**config.mk**
```make
export PLATFORM = sky130hd
export DESIGN_NAME = agc_mct_step_ctrl
export DESIGN_NICKNAME = d
export VERILOG_FILES = /design/src/rtl/agc_mon_pkg.sv /design/src/rtl/agc_pulse_timer.sv /design/src/rtl/agc_mct_step_ctrl.sv
export SDC_FILE = /design/constraint.sdc
export NUM_CORES = 1
export LEC_CHECK = 0
export CORE_ASPECT_RATIO = 1.75
export CORE_MARGIN = 2
export CORE_UTILIZATION = 37
export DETAILED_ROUTE_END_ITERATION = 8
export PLACE_DENSITY_LB_ADDON = 0.2
export SKIP_CTS_REPAIR_TIMING = 1
export SLEW_MARGIN = 20
export SYNTH_ARGS = -nofsm -noshare
export SYNTH_HDL_FRONTEND = slang
export SYNTH_SLANG_ARGS = --single-unit
```
**constraint.sdc**
```tcl
create_clock -name CLOCK -period 8.05 [get_ports CLOCK]
set_input_delay 2.0125 -clock CLOCK [delete_from_list [all_inputs] [get_ports CLOCK]]
set_output_delay 2.0125 -clock CLOCK [all_outputs]
set_load 0.01 [all_outputs]
```
**src/rtl/agc_mon_pkg.sv**
```systemverilog
// Shared definitions for the AGC monitor-side MCT step sequencer.
// Holds the host command encodings and the controller state type.
package agc_mon_pkg;

    localparam logic [1:0] CMD_RUN     = 2'b00;
    localparam logic [1:0] CMD_STOP    = 2'b01;
    localparam logic [1:0] CMD_STEP    = 2'b10;
    localparam logic [1:0] CMD_RESTART = 2'b11;

    typedef enum logic [2:0] {
        RUNNING,
        STOPPING,
        HALTED,
        STEP_PULSE,
        STEP_WAIT,
        STEP_STOP,
        RESTART
    } mon_state_t;

endpackage

```
**src/rtl/agc_pulse_timer.sv**
```systemverilog
// Loadable down-counter: pulse is high while the count is nonzero.
// last flags the final cycle of the pulse so the owner can leave on time.
module agc_pulse_timer #(
    parameter int unsigned W = 8
) (
    input  logic         CLOCK,
    input  logic         rst,
    input  logic         load,
    input  logic [W-1:0] load_val,
    output logic         pulse,
    output logic         last
);

    logic [W-1:0] cnt;

    always_ff @(posedge CLOCK or posedge rst) begin
        if (rst) begin
            cnt <= '0;
        end else if (load) begin
            cnt <= load_val;
        end else if (cnt != '0) begin
            cnt <= cnt - 1'b1;
        end
    end

    always_comb begin
        pulse = (cnt != '0);
        last  = (cnt == W'(1));
    end

endmodule

```
**src/rtl/agc_mct_step_ctrl.sv**
```systemverilog
// Monitor sequencer driving the timer's MSTP/MSTRTP/STRT2 inputs from host
// commands, counting completed MCTs from T12 rises during a STEP.
module agc_mct_step_ctrl
    import agc_mon_pkg::*;
#(
    parameter int unsigned CNT_W      = 16,
    parameter int unsigned STRT_PULSE = 4,
    parameter int unsigned RST_TMO    = 64
) (
    input  logic             CLOCK,
    input  logic             rst,
    input  logic             cmd_valid,
    output logic             cmd_ready,
    input  logic [1:0]       cmd_op,
    input  logic [CNT_W-1:0] cmd_count,
    input  logic             T12,
    input  logic             STOPA,
    input  logic             GOJAM,
    output logic             MSTP,
    output logic             MSTRTP,
    output logic             STRT2,
    output logic             halted,
    output logic [CNT_W-1:0] mct_done,
    output logic             done_pulse,
    output logic             abort
);

    localparam int unsigned TMR_MAX = (STRT_PULSE > RST_TMO) ? STRT_PULSE : RST_TMO;
    localparam int unsigned TMR_W   = $clog2(TMR_MAX + 1);

    mon_state_t       state, state_nxt;
    logic             t12_q, t12_rise, gojam_seen, accept;
    logic [CNT_W-1:0] step_n, mct_inc;
    logic             tmr_load, tmr_pulse, tmr_last;
    logic [TMR_W-1:0] tmr_val;
    logic             done_set, abort_set, cnt_clr, cnt_inc, n_load;

    // One timer serves both the start-pulse width and the restart timeout;
    // the two uses never overlap in time.
    agc_pulse_timer #(.W(TMR_W)) u_tmr (
        .CLOCK    (CLOCK),
        .rst      (rst),
        .load     (tmr_load),
        .load_val (tmr_val),
        .pulse    (tmr_pulse),
        .last     (tmr_last)
    );

    always_ff @(posedge CLOCK or posedge rst) begin
        if (rst) state <= RUNNING;
        else     state <= state_nxt;
    end

    always_comb begin
        accept   = cmd_valid & cmd_ready;
        t12_rise = T12 & ~t12_q;
        mct_inc  = mct_done + CNT_W'(1);
    end

    always_comb begin
        state_nxt = state;
        tmr_load  = 1'b0;
        tmr_val   = '0;
        done_set  = 1'b0;
        abort_set = 1'b0;
        cnt_clr   = 1'b0;
        cnt_inc   = 1'b0;
        n_load    = 1'b0;
        unique case (state)
            RUNNING: if (accept) begin
                case (cmd_op)
                    CMD_RUN:            done_set = 1'b1;
                    CMD_STOP, CMD_STEP: state_nxt = STOPPING;
                    default: begin
                        state_nxt = RESTART;
                        tmr_load  = 1'b1;
                        tmr_val   = TMR_W'(RST_TMO);
                    end
                endcase
            end
            STOPPING: if (STOPA) begin
                state_nxt = HALTED;
                done_set  = 1'b1;
            end
            HALTED: if (accept) begin
                case (cmd_op)
                    CMD_RUN:  state_nxt = RUNNING;
                    CMD_STOP: done_set = 1'b1;
                    CMD_STEP: begin
                        cnt_clr = 1'b1;
                        if (cmd_count == '0) begin
                            done_set = 1'b1;
                        end else begin
                            n_load    = 1'b1;
                            state_nxt = STEP_PULSE;
                            tmr_load  = 1'b1;
                            tmr_val   = TMR_W'(STRT_PULSE);
                        end
                    end
                    default: begin
                        state_nxt = RESTART;
                        tmr_load  = 1'b1;
                        tmr_val   = TMR_W'(RST_TMO);
                    end
                endcase
            end
            STEP_PULSE: begin
                if (GOJAM) begin
                    state_nxt = HALTED;
                    abort_set = 1'b1;
                end else if (tmr_last) begin
                    state_nxt = STEP_WAIT;
                end
            end
            // GOJAM outranks a coincident T12 rise, so the count is not bumped.
            STEP_WAIT: begin
                if (GOJAM) begin
                    state_nxt = HALTED;
                    abort_set = 1'b1;
                end else if (t12_rise) begin
                    cnt_inc = 1'b1;
                    if (mct_inc == step_n) begin
                        state_nxt = STEP_STOP;
                    end else begin
                        state_nxt = STEP_PULSE;
                        tmr_load  = 1'b1;
                        tmr_val   = TMR_W'(STRT_PULSE);
                    end
                end
            end
            STEP_STOP: begin
                if (GOJAM) begin
                    state_nxt = HALTED;
                    abort_set = 1'b1;
                end else if (STOPA) begin
                    state_nxt = HALTED;
                    done_set  = 1'b1;
                end
            end
            RESTART: begin
                if (gojam_seen && !GOJAM) begin
                    state_nxt = RUNNING;
                    done_set  = 1'b1;
                end else if (!gojam_seen && !GOJAM && tmr_last) begin
                    state_nxt = HALTED;
                    abort_set = 1'b1;
                end
            end
            default: state_nxt = RUNNING;
        endcase
    end

    always_comb begin
        MSTP      = (state inside {STOPPING, HALTED, STEP_PULSE, STEP_WAIT, STEP_STOP});
        MSTRTP    = (state == STEP_PULSE) & tmr_pulse;
        STRT2     = (state == RESTART);
        halted    = (state == HALTED);
        cmd_ready = (state == RUNNING) || (state == HALTED);
    end

    always_ff @(posedge CLOCK or posedge rst) begin
        if (rst) begin
            t12_q      <= 1'b0;
            gojam_seen <= 1'b0;
            step_n     <= '0;
            mct_done   <= '0;
            done_pulse <= 1'b0;
            abort      <= 1'b0;
        end else begin
            t12_q      <= T12;
            gojam_seen <= (state == RESTART) & (gojam_seen | GOJAM);
            done_pulse <= done_set;
            abort      <= abort_set | (abort & ~accept);
            if (n_load) step_n <= cmd_count;
            if (cnt_clr)      mct_done <= '0;
            else if (cnt_inc) mct_done <= mct_inc;
        end
    end

endmodule
```
== Word level (Yosys, flattened, before mapping) ==
Cells that the tools add are included.

* Register bits after elaboration: 46
* Input port bits: 24
* Output and inout port bits: 23
* Word-level logic and storage cells: 114

* Add/subtract/negate cells: 2
* Equality and inequality tests: 18
* Mux-type cells: 59
* Bitwise gates (word level): 9
* Reductions and logical operators: 18

{| class="wikitable"
|+ Operator list
! operator !! count
|-
| $mux W3 || 16
|-
| $mux W7 || 5
|-
| $mux W16 || 2
|-
| $mux W1 || 26
|-
| $pmux W3 S7 || 1
|-
| $pmux W7 S3 || 1
|-
| $add A16 B1 Y16 const B || 1
|-
| $eq A16 B16 Y1 || 1
|-
| $logic_not A16 Y1 || 1
|-
| $pmux W7 S2 || 1
|-
| $eq A3 B3 Y1 const B || 3
|-
| $ne A3 B3 Y1 const B || 3
|-
| $pmux W3 S3 || 1
|-
| $reduce_and A8 Y1 || 1
|-
| $eq A7 B1 Y1 const B || 1
|-
| $reduce_bool A7 Y1 || 1
|-
| $sub A7 B1 Y7 const B || 1
|-
| $eq A3 B2 Y1 const B || 2
|-
| $ne A2 B2 Y1 const B || 3
|-
| $pmux W1 S2 || 3
|-
| $pmux W3 S2 || 1
|-
| $reduce_or A3 Y1 || 2
|-
| $and A1 B1 Y1 || 5
|-
| $pmux W1 S5 || 1
|-
| 16 further kinds || 23
|}

== Depth between registers and ports, before layout ==
* Word-level depth: 7
* Depth in mapped cells: 9
* Depth with buffers taken out: 8

== Cells and area by module ==
A second synthesis with hierarchy kept.

* Cell total of the unflattened synthesis: 348
* Area, all modules: 3236.9 um^2

{| class="wikitable"
|+ By module, submodules not included
! module !! instances !! cells an instance !! area each (um^2) !! sequential area each (um^2)
|-
| agc_mct_step_ctrl || 1 || 296 || 2742.6 || 975.9
|-
| agc_pulse_timer || 1 || 52 || 494.2 || 175.2
|}

== Worst setup path after synthesis ==
No wires, ideal clock.

* Path type: reg-to-output
* From: register u_tmr.cnt[0]
* To: output port MSTRTP
* Data arrival time: 1.726 ns
* Data required time: 6.037 ns
* Path slack: 4.312 ns
* Stages on the path, launching flop included: 6
* Buffers on the path: 0
* Cells stage by stage: dfrtp_1 inv_1 ha_1 or4b_2 nor3_1 nor3_1

* Word-level cells in the longest chain between the ends: 2

{| class="wikitable"
|+ Ends and longest elaborated chain
! what !! line !! source
|-
| start: declaration || agc_pulse_timer.sv:14 || <nowiki>logic [W-1:0] cnt;</nowiki>
|-
| start signal: assignment || agc_pulse_timer.sv:20 || <nowiki>cnt <= load_val;</nowiki>
|-
| start signal: assignment || agc_pulse_timer.sv:22 || <nowiki>cnt <= cnt - 1'b1;</nowiki>
|-
| $reduce_bool A7 Y1 || agc_pulse_timer.sv:27 || <nowiki>pulse = (cnt != '0);</nowiki>
|-
| $and A1 B1 Y1 || agc_mct_step_ctrl.sv:155 || <nowiki>MSTRTP = (state == STEP_PULSE) & tmr_pulse;</nowiki>
|-
| end: declaration || agc_mct_step_ctrl.sv:20 || <nowiki>output logic MSTRTP,</nowiki>
|}

No other way between the ends.

== Worst setup path in the final report ==
Same ends and word-level chain as after synthesis.

==> flow_metrics.tcl <==
set metrics [dict create \
    hpwlAfterDp_mm 6.03 \
    net-switching-power_w 0.000409 \
    via_count 2771 \
    core_um2 7960 \
    r2r_start "mct_done[4]$_DFFE_PP0P_" \
    h-tree-depth 2 \
    outcome "finished, final reports clean" \
    ys_ff_latch 46 \
    synthXorXnorAreaFrac 0.0675 \
    cap_violations 0 \
    wire_per_inst_um 16.7 \
    pwr-share-comb 0.419 \
    drc 0 \
    syn_inst 347 \
    crit_fanout 5 \
    grt_pass1_vias 2807 \
    grt-ovfl-total 0 \
    synthSimpleGateAreaFrac 0.225 \
    cp.arrival_ns 2.74 \
    fp.dieArea_um2 9040 \
    worstPathRequired_ns 6.04 \
    swShare 0.372 \
    diodes 0 \
    leakagePower_nw 1.53 \
    row_count 43 \
    first_pass_iters 4 \
    synth_fa_ha_area_frac 0.0368 \
    antenna_found_initial 0 \
    initial_utilization 0.384 \
    die_w_um 72.7 \
    hold_viol 0 \
    hp-start "abort$_DFF_PP0_" \
    pwr-share-seq 0.369 \
    synth.area.mux_share 0.0724 \
    power.total_w 0.00110 \
    p_per_area_nw_per_um2 293 \
    crit_path_top_delay_cell "or4b_2" \
    ant_nets 0 \
    yosys_warnings 0 \
    dieHeight_um 124 \
    routabilityCongestion 0.850 \
    synthArstFlopShare 1.00 \
    finalCritPeriodShare 0.590 \
    final_cell_area_um2 3750 \
    cp-start-kind "flop" \
    clock_path_buffers 2 \
    setup_viol 0 \
    drt_wl_total_mm 8.02 \
    synth_compound_area_frac 0.181 \
    layout_min_cycle_time_ns 4.75 \
    syn_nets 380 \
    crit_type "reg -> out" \
    cts_tree "built" \
    p_int_w 0.000692 \
    io_pins 47 \
    io_buffers 46 \
    peakVddDrop_uv 153 \
    tns_ns 0 \
    avgSynthCellArea_um2 8.82 \
    synth_edf_count 0 \
    root_buffer "clkbuf_16" \
    synthToLayoutAreaGrowth_pct 22.7 \
    clock_latency_ns 0.29 \
    maxSlewHeadroom 0.456 \
    synth.cell_area_um2 3060 \
    ys_types 56 \
    critPathLaunch "u_tmr.cnt[0]$_DFFE_PP0P_" \
    cp_top_family "simple AND/OR/NAND/NOR gates" \
    grt_pass1_wl_mm 13.4 \
    tightest_slew_ns 0.815 \
    cts_sinks 46 \
    grt_start_max_net_pins 47 \
    clk_pin_slew_worst_paths_ns 0.07 \
    rsz0062_at_grt "no" \
    synthFlopType "dfrtp_1" \
    power_frac_clock 0.212 \
    slowest_delay_ns 0.63 \
    final.setup_skew_ns 0.00509 \
    hold_path_class "reg -> reg" \
    avgViaCountPerCell 5.78 \
    fin_nets 421 \
    synth_seq_area_share 0.376 \
    numCtsBuffers 5 \
    track_usage 0.188 \
    drive_gt1_frac 0.108 \
    place_area_um2 3590 \
    crit_buf_inv 2 \
    cpMostUsedCell "nor3_1" \
    max_freq_ghz 0.211 \
    whs_ns 0.513 \
    end_kind "primary output" \
    slew_viol_final 0 \
    dr.first_iter.drc_count 177 \
    n_fill_cell 785 \
    synth_top_family_by_area "simple AND/OR/NAND/NOR gates" \
    crit_path_cell_trace "inv_1, ha_1, or4b_2, nor3_1, nor3_1, clkdlybuf4s50_1" \
]
-- cells by family after synthesis --
group,count (synthesis)
muxes,20
buffers and inverters,31
xor gates and xnor gates,22
AOI/OAI and AO/OA,89
and+or+nand+nor,130
DFF,46
adders and majority gates,9
-- power groups by stage --
stage / registers (W) / clock network, W / logic, W
after floorplan: 0.000370 / 0 / 0.000347
after global placement: 0.000406 / 0 / 0.000452
after detailed placement: 0.000409 / 0 / 0.000460
after CTS: 0.000405 / 0.000241 / 0.000463
after global routing: 0.000420 / 0.000249 / 0.000515
final: 0.000406 / 0.000233 / 0.000461
-- metrics by stage --
step,util,worst slack (ns),std cells
2_1_floorplan,-,4.31,347
3_3_place_gp,0.451,3.60,471
5_1_grt,0.472,3.14,479
3_5_place_dp,0.451,3.57,471
6_report,0.472,3.30,479
4_1_cts,0.471,3.25,479
-- layer usage --
metal	part of all wire	vias up	track usage
li1	-	1335	-
met3	0.035	20	0.0291
met1	0.39	1342	0.213
met4	0.034	0	0.0850
met5	0	-	0
met2	0.54	74	0.333
-- cell type report --
| class | instances | area [um2] | share of cell area |
|---|---|---|---|
| Multi-Input combinational cell | 270 | 1780 | 0.475 |
| Sequential cell | 46 | 1150 | 0.307 |
| Tap cell | 90 | 113 | 0.0300 |
| Inverter | 16 | 61.3 | 0.0163 |
| Timing Repair Buffer | 49 | 483 | 0.129 |
| Clock inverter | 3 | 40.0 | 0.0107 |
| Clock buffer | 5 | 125 | 0.0333 |
-- cells in the final DEF (no fill, tap or decap), types with 2 or more instances in the layout --
cell | netlist | layout
dfrtp_1 | 46 | 46
o31ai_1 | 4 | 4
clkinv_2 | 0 | 3
and3_1 | 2 | 2
mux2i_1 | 3 | 3
or3_1 | 3 | 3
nand2_1 | 36 | 36
buf_4 | 2 | 3
inv_1 | 16 | 15
clkbuf_16 | 0 | 5
nand3_1 | 10 | 10
a21oi_1 | 19 | 19
a211oi_1 | 2 | 2
clkdlybuf4s50_1 | 0 | 46
o2111ai_1 | 3 | 3
o41ai_1 | 2 | 2
nor2b_1 | 2 | 2
nor3_1 | 10 | 10
nor2_1 | 26 | 26
or2_2 | 2 | 2
o22ai_1 | 3 | 3
nor4_1 | 10 | 10
ha_1 | 9 | 9
o21ai_0 | 32 | 32
mux2_2 | 17 | 17
xor2_1 | 11 | 11
and4_1 | 3 | 3
or4_1 | 3 | 3
a31oi_1 | 4 | 4
nand2b_1 | 10 | 10
or3b_2 | 2 | 2
nand3b_1 | 2 | 2
xnor2_1 | 10 | 10
a2bb2oi_1 | 2 | 2
a221oi_1 | 2 | 2
o211ai_1 | 6 | 6
-- sequential cells by signal (all words and copies together), names as in the netlist --
register / count
mct_done: 16
abort: 1
u_tmr.cnt: 7
gojam_seen: 1
t12_q: 1
step_n: 16
state: 3
done_pulse: 1
-- path summary, 6_finish.rpt --
kind	end	slack, ns	cells after the start
setup / recovery	MSTRTP	3.30	6
hold / removal	abort$_DFF_PP0_	0.51	1
setup reg to reg	u_tmr.cnt[2]$_DFFE_PP0P_	5.00	6
hold reg to reg	abort$_DFF_PP0_	0.51	1
max in group asynchronous	step_n[8]$_DFFE_PP0P_	5.38	2
min in group asynchronous	u_tmr.cnt[3]$_DFFE_PP0P_	2.18	2
-- Yosys cell counts (all sizes together), types with 2 or more instances --
cell | count | area (um2)
dfrtp | 46 | 1150
nand2 | 36 | 135
o21ai | 33 | 165
nor2 | 26 | 97.6
a21oi | 20 | 104
mux2 | 17 | 191
inv | 16 | 60.1
nand3 | 11 | 60.1
nor3 | 11 | 60.1
nor4 | 11 | 75.1
xor2 | 11 | 96.3
clkbuf | 10 | 37.5
nand2b | 10 | 62.6
xnor2 | 10 | 87.6
ha | 9 | 113
o211ai | 6 | 45.0
buf | 5 | 28.8
a31oi | 4 | 25.0
o31ai | 4 | 30.0
or4 | 4 | 33.8
a211oi | 3 | 27.5
and4 | 3 | 26.3
mux2i | 3 | 30.0
o2111ai | 3 | 26.3
o22ai | 3 | 18.8
or3 | 3 | 18.8
a221oi | 2 | 17.5
a2bb2oi | 2 | 17.5
and3 | 2 | 12.5
nand3b | 2 | 15.0
nor2b | 2 | 12.5
o41ai | 2 | 17.5
or2 | 2 | 12.5
or3b | 2 | 17.5
-- worst register-to-register path: stages, from the launching register on --
cell and delay [ns]:
dfrtp_1 0.56, nand4_2 0.39, or4_1 0.66, o211ai_1 0.26, o211ai_1 0.13, or4_1 0.70
a21o_1 0.23
Power figures use the tool's default switching activity.
